### config.mk
export PLATFORM = sky130hd
export DESIGN_NAME = mux_nto1_rr
export DESIGN_NICKNAME = d
export VERILOG_FILES = /design/src/rtl/mux_pkg.sv /design/src/rtl/rr_arbiter.sv /design/src/rtl/mux_nto1_rr.sv
export SDC_FILE = /design/constraint.sdc
export NUM_CORES = 1
export LEC_CHECK = 0
export BUFFER_PORTS_ARGS = -buffer_cell sky130_fd_sc_hd__buf_2
export CAP_MARGIN = 20
export CORE_MARGIN = 5
export CORE_UTILIZATION = 32
export DETAILED_ROUTE_END_ITERATION = 12
export PLACE_DENSITY = 0.66
export SLEW_MARGIN = 25
export SYNTH_ARGS = -nofsm -noshare
export SYNTH_HDL_FRONTEND = slang
export SYNTH_SLANG_ARGS = --single-unit
### constraint.sdc
create_clock -name clk -period 1.52 [get_ports clk]
set_input_delay 0.304 -clock clk [delete_from_list [all_inputs] [get_ports clk]]
set_output_delay 0.304 -clock clk [all_outputs]
set_load 0.005 [all_outputs]
### src/rtl/mux_pkg.sv
// Shared constants and helpers for the N:1 registered channel multiplexer.
package mux_pkg;

  localparam int unsigned MODE_SEL = 0;
  localparam int unsigned MODE_RR  = 1;

  // Select/index width for n channels, never narrower than one bit.
  function automatic int unsigned sel_width(input int unsigned n);
    return (n < 2) ? 1 : $clog2(n);
  endfunction

endpackage

### src/rtl/rr_arbiter.sv
// Round-robin arbiter: grants the first requester above the last-served channel, wrapping.
module rr_arbiter
  import mux_pkg::*;
#(
  parameter int unsigned NUM_CH = 4,
  parameter int unsigned SELW   = sel_width(NUM_CH)
) (
  input  logic [NUM_CH-1:0] req,
  input  logic [SELW-1:0]   last,
  output logic [NUM_CH-1:0] grant_c,
  output logic [SELW-1:0]   grant_idx_c
);

  logic [SELW-1:0] idx;
  logic            found;

  // Search order: last+1, last+2, ... wrapping to last itself.
  always_comb begin
    grant_c     = '0;
    grant_idx_c = '0;
    found       = 1'b0;
    idx         = '0;
    for (int unsigned k = 1; k <= NUM_CH; k++) begin
      idx = SELW'((32'(last) + k) % NUM_CH);
      if (!found && req[idx]) begin
        found        = 1'b1;
        grant_c[idx] = 1'b1;
        grant_idx_c  = idx;
      end
    end
  end

endmodule

### src/rtl/mux_nto1_rr.sv
// N:1 channel multiplexer with a single output register; external select or round-robin.
module mux_nto1_rr
  import mux_pkg::*;
#(
  parameter  int unsigned WIDTH  = 8,
  parameter  int unsigned NUM_CH = 4,
  parameter  int unsigned MODE   = MODE_SEL,
  localparam int unsigned SELW   = sel_width(NUM_CH)
) (
  input  logic                    clk,
  input  logic                    rst_n,
  input  logic [NUM_CH*WIDTH-1:0] in_data,
  input  logic [NUM_CH-1:0]       in_valid,
  output logic [NUM_CH-1:0]       in_ready,
  input  logic [SELW-1:0]         sel,
  output logic [WIDTH-1:0]        out_data,
  output logic                    out_valid,
  input  logic                    out_ready,
  output logic [SELW-1:0]         out_ch
);

  localparam int unsigned PADW = 1 << SELW;

  logic              load_c;
  logic              xfer_c;
  logic              gnt_valid_c;
  logic [NUM_CH-1:0] gnt_c;
  logic [SELW-1:0]   gnt_idx_c;
  logic [WIDTH-1:0]  sel_data_c;

  assign load_c   = !out_valid || out_ready;
  assign xfer_c   = load_c && gnt_valid_c;
  assign in_ready = (rst_n && xfer_c) ? gnt_c : '0;

  if (MODE == MODE_RR) begin : g_rr
    logic [SELW-1:0] last_q;
    logic            unused_sel;

    assign unused_sel = ^sel;

    // Pointer moves only on a real transfer; reset makes channel 0 first in line.
    always_ff @(posedge clk or negedge rst_n) begin
      if (!rst_n) begin
        last_q <= SELW'(NUM_CH - 1);
      end else if (xfer_c) begin
        last_q <= gnt_idx_c;
      end
    end

    rr_arbiter #(
      .NUM_CH (NUM_CH),
      .SELW   (SELW)
    ) u_arb (
      .req         (in_valid),
      .last        (last_q),
      .grant_c     (gnt_c),
      .grant_idx_c (gnt_idx_c)
    );

    assign gnt_valid_c = |gnt_c;
  end else begin : g_sel
    logic [PADW-1:0] valid_pad;
    logic [PADW-1:0] oh_pad;

    // Pad to the full select range so out-of-range codes index safely.
    always_comb begin
      valid_pad   = PADW'(in_valid);
      oh_pad      = '0;
      oh_pad[sel] = 1'b1;
    end

    assign gnt_idx_c   = sel;
    assign gnt_valid_c = (32'(sel) < NUM_CH) && valid_pad[sel];
    assign gnt_c       = NUM_CH'(oh_pad);
  end

  always_comb begin
    sel_data_c = '0;
    for (int unsigned i = 0; i < NUM_CH; i++) begin
      if (gnt_idx_c == SELW'(i)) begin
        sel_data_c = in_data[i*WIDTH +: WIDTH];
      end
    end
  end

  // Output register: load on transfer, drain to empty when nothing is granted, hold on stall.
  always_ff @(posedge clk or negedge rst_n) begin
    if (!rst_n) begin
      out_valid <= 1'b0;
      out_data  <= '0;
      out_ch    <= '0;
    end else if (load_c) begin
      out_valid <= gnt_valid_c;
      if (gnt_valid_c) begin
        out_data <= sel_data_c;
        out_ch   <= gnt_idx_c;
      end
    end
  end

endmodule

* After elaboration in Yosys (flattened, before gate mapping)
Cells that the tools add are included.
** Cells by class
- $lt $le $gt $ge :: 2
- Eq/ne operators :: 3
- Muxes and demuxes :: 9
- Reduce and logical (&&, ||, !) cells :: 7
** Operator list (number)
- 8-bit two-way mux :: 4
- 2-bit == test (second input constant) :: 2
- 4-bit two-way mux :: 1
- 1-bit logical AND :: 3
- 2-bit by 3-bit < comparator with 1-bit output (second input constant) :: 1
- 1-bit binary-select mux with 2-bit select :: 1
- 1-bit demux with 2-bit select :: 1
- 2-bit by 1-bit == test with 1-bit output (second input constant) :: 1
- 2-bit by 1-bit greater-or-equal comparator with 1-bit output (second input constant) :: 1
- 2-bit logical NOT :: 1
- 1-bit two-way mux :: 2
- 2-bit AND reduction :: 1
- 1-bit logical NOT :: 1
- 1-bit logical OR :: 1
** Word-level totals
- Flip-flop bits (word level) :: 11
- Output and inout bits :: 15
- Word-level logic and storage cells :: 24

* Logic depth before layout (Yosys ltp)
- Depth in word-level cells :: 5
- Mapped depth :: 5
- Depth with buffers taken out :: 4

* Worst setup path before layout
Ideal clock, no wire load.
- Kind :: in2reg
- Start point :: input sel[0]
- End point :: register out_data[0]
- Library setup time :: 0.125 ns
- Arrival :: 1.399 ns
- Slack :: -0.004 ns
- Stages on the path :: 5
- Cell sequence :: buf_6 > mux2_4 > and3_4 > nor2_8 > mux2_2
** Between the ends
- Longest elaborated chain between the ends :: 5
** Ends and longest elaborated chain
- start, declared :: RTL line mux_nto1_rr.sv:15 : input logic [SELW-1:0] sel,
- 2-bit logical NOT :: RTL line mux_nto1_rr.sv:80 : if (gnt_idx_c == SELW'(i)) begin
- 8-bit two-way mux (4 in series) :: RTL line mux_nto1_rr.sv:80
- end signal, assigned :: RTL line mux_nto1_rr.sv:95 : out_data <= sel_data_c;
- end, declared :: RTL line mux_nto1_rr.sv:16 : output logic [WIDTH-1:0] out_data,
Several ways; a longest one is shown, not always the timed one. The select of a mux whose other input is x is not followed.
A chain may end at the register's enable or synchronous reset.

* Worst setup path in the final report
- Start point :: register out_valid
- End point :: output in_ready[0]
** Between the ends
- Longest elaborated chain between the ends :: 5
** Ends and longest elaborated chain
- start, declared :: RTL line mux_nto1_rr.sv:17 : output logic out_valid,
- start signal, assigned :: RTL line mux_nto1_rr.sv:93 : out_valid <= gnt_valid_c;
- 1-bit logical NOT :: RTL line mux_nto1_rr.sv:31 : assign load_c = !out_valid || out_ready;
- 1-bit logical OR :: RTL line mux_nto1_rr.sv:31
- 1-bit logical AND :: RTL line mux_nto1_rr.sv:32 : assign xfer_c = load_c && gnt_valid_c;
- 1-bit logical AND :: RTL line mux_nto1_rr.sv:33 : assign in_ready = (rst_n && xfer_c) ? gnt_c : '0;
- 4-bit two-way mux :: RTL line mux_nto1_rr.sv:33
- end, declared :: RTL line mux_nto1_rr.sv:14 : output logic [NUM_CH-1:0] in_ready,
No other way between the ends.

==> qor.txt <==
Power Total: 0.931 mW
Cells on worst reg2reg path: 6
CTS tree: yes
P&R area growth vs syn: 52.8%
Mapped Nets: 91
Critical path arrival: 1.26 ns
Fmax: 0.641 GHz
Max_slew headroom: 88.7%
Req. time, crit path: 1.22 ns
Crit path capture type: output pin
WL per Instance: 15.5 um
Port Buffers: 55
Max-capacitance violation count: 0
Core area: 0.00225 mm^2
Crit-path cells: nor2b_4 > nor3_4 > and4_1 > buf_2
Switching power: 0.256 mW
Outcome: complete, but fails checks
Sequential share of power: 42.7%
Ant diodes: 0
Post-Synthesis Cells: 50
Met2 Wirelength: 1.17 mm
Clock transition at the registers of the reported paths: 0.07 ns
GRT Residual Overflow: 0
Routed length on met1: 803 um
Fill cells: 209
Layout Cells excl Fill: 145
VDD IR-drop max: 0.469 mV
Tmin final: 1.56 ns
Unique masters post-synth: 21
H-tree depth: 1
Wire length on met3: 239 um
Most common cell after layout, fill and taps aside: buf_2
DR iter-0 viols: 10
Post-DP HPWL: 1.87 mm
Cell taking the most area after synthesis: dfrtp_1
Detail Route Antenna Nets: 0
RSZ-0062 raised after global routing: true
Placed instance area: 0.00110 mm^2
Min setup slack post-route: -0.0402 ns
Clock Path Buffers: 2
Setup Skew: 0.00774 ns
Layout Nets: 159
Startpoint types: flip-flop
Clk_lat worst skew: 0.27 ns
Worst r2r dst: out_data[3]
DR top layer: met4
Vias per cell: 4.86
Largest net degree at the start of global routing: 11
GPL Wtd Cong: 0.734
Max FO, Critical Path: 3
Crit. Startpoint: out_valid
Final setup fails: 4
Placed cell count: 137
Via Count: 705
Mapped Area: 766 um^2
Final core utilization: 51.9%
Vias in the first global route: 743
Die Y: 58.9 um
CP Class: reg -> out
First-pass GRT wire length: 3.64 mm
Root Buffer: clkbuf_4
Share of the synthesized area in the top cell type: 35.9%
Fraction of layout cells with a size suffix above 1: 70.1%
DRC violations left: 0
Period utilisation layout: 103%
Switching power share of the total: 27.5%
Initial core utilization: 34.0%
Commonest non-fill, non-tap cells in the layout: buf_2, dfrtp_1, buf_4
Post-Route WL: 2.25 mm
Die Span X: 58.9 um
Die area: 0.00347 mm^2
Seq/Total Area, Yosys: 35.9%
Yosys reg bits: 11
Reg2reg start: out_valid
Failing checks: setup timing
I/O pin count: 56
Hold/Removal Path Class: in -> async
FP Rows: 17
Hold Fails Final Rpt: 0
TritonCTS buffer count: 3
Yosys warns: 0
Logic gate share of total power: 36.0%
Pint: 0.675 mW
Top post-synthesis cells by area: dfrtp_1, mux4_1, mux2_2
Clock share of power: 21.3%
Final hold slack: 0.0220 ns
FF-to-FF setup slack: 0.03 ns
Leakage: 0.619 nW
Initial antenna violation count: 0
GRT Total Usage: 14.5%
Worst slew pin tran: 0.170 ns
Worst path max stage delay: 0.40 ns
First-pass DRT Iterations: 4
Area of the multi-input gates: 462 um^2
Slowest CP cell: dfrtp_1
Slew Limit Fails: 0
Final Cell Area: 0.00117 mm^2
Mean Syn Cell Area: 15.3 um^2
Power Dens Cells: 796 mW/mm^2
Clock Sink Count: 11
FF+latch area: 275 um^2
synth_stat cells, drive strengths merged:
library cell / n
dfrtp: 11
mux2: 10
mux4: 8
nor2: 4
inv: 3
and4: 2
buf: 2
and2: 1
and3: 1
clkbuf: 1
mux2i: 1
nand2b: 1
nand3: 1
nor2b: 1
nor3: 1
o21ai: 1
o21bai: 1
kinds of logic (layout without fill, tap and decap cells):
group	Yosys count	after routing	synth area share [%]
muxes	19	19	44.0
and+or+nand+nor	12	12	13.1
DFF	11	11	35.9
buffers and inverters	6	73	5.39
AOI/OAI and AO/OA	2	2	1.63
final cells by class:
class                      instances  area share, %
multi-input combinational         33           39.5
tap                               28           2.99
timing repair buffer              66           30.8
sequential                        11           23.5
clock buffer                       4           2.25
inverter                           3          0.963
sequential cells by signal (all words and copies together) (netlist names):
name	flops
out_data	8
out_valid	1
out_ch	2
critical path, delay by kind of cell (launching register included):
family        cells  cell delay, ns
simple gates      3            0.47
flops             1            0.40
buf+inv           1            0.12
how the worst max path moves through the flow:
stage / to / slack (ns) / cells after the start
2_1_floorplan: out_data[0] / 0.02 / 5
3_5_place_dp: out_data[3] / -0.14 / 4
3_3_place_gp: out_data[4] / -0.10 / 7
5_1_grt: in_ready[1] / -0.16 / 4
6_report: in_ready[0] / -0.04 / 4
4_1_cts: in_ready[1] / -0.06 / 4
layer usage:
| layer | vias to the layer above | global-route usage (%) |
|---|---|---|
| met3 | 4 | 4.82 |
| met4 | 0 | 6.80 |
| met2 | 39 | 23.7 |
| li1 | 332 | - |
| met5 | - | 0 |
| met1 | 330 | 17.0 |
repair_timing:
item,4_1_cts,5_1_grt
hold endpoints to repair,1,0
setup buffers,1,2
endpoints found under the setup margin,4,4
resized for setup,3,0
hold buffers,1,0
pin swaps,6,4
power by group through the flow:
stage | logic [mW] | registers, mW | clock network (mW)
global placement | 0.315 | 0.402 | 0
floorplan | 0.154 | 0.409 | 0
finish | 0.335 | 0.398 | 0.198
global route | 0.369 | 0.407 | 0.224
CTS | 0.337 | 0.398 | 0.203
detailed placement | 0.328 | 0.403 | 0
stage by stage:
stage          setup WS [ns]  setup TNS, ns
6_report             -0.0402         -0.109
5_1_grt               -0.160          -1.22
4_1_cts              -0.0629         -0.160
3_5_place_dp          -0.136          -1.19
3_3_place_gp          -0.105         -0.924
2_1_floorplan         0.0212              0
(Power assumes the default switching activity.)
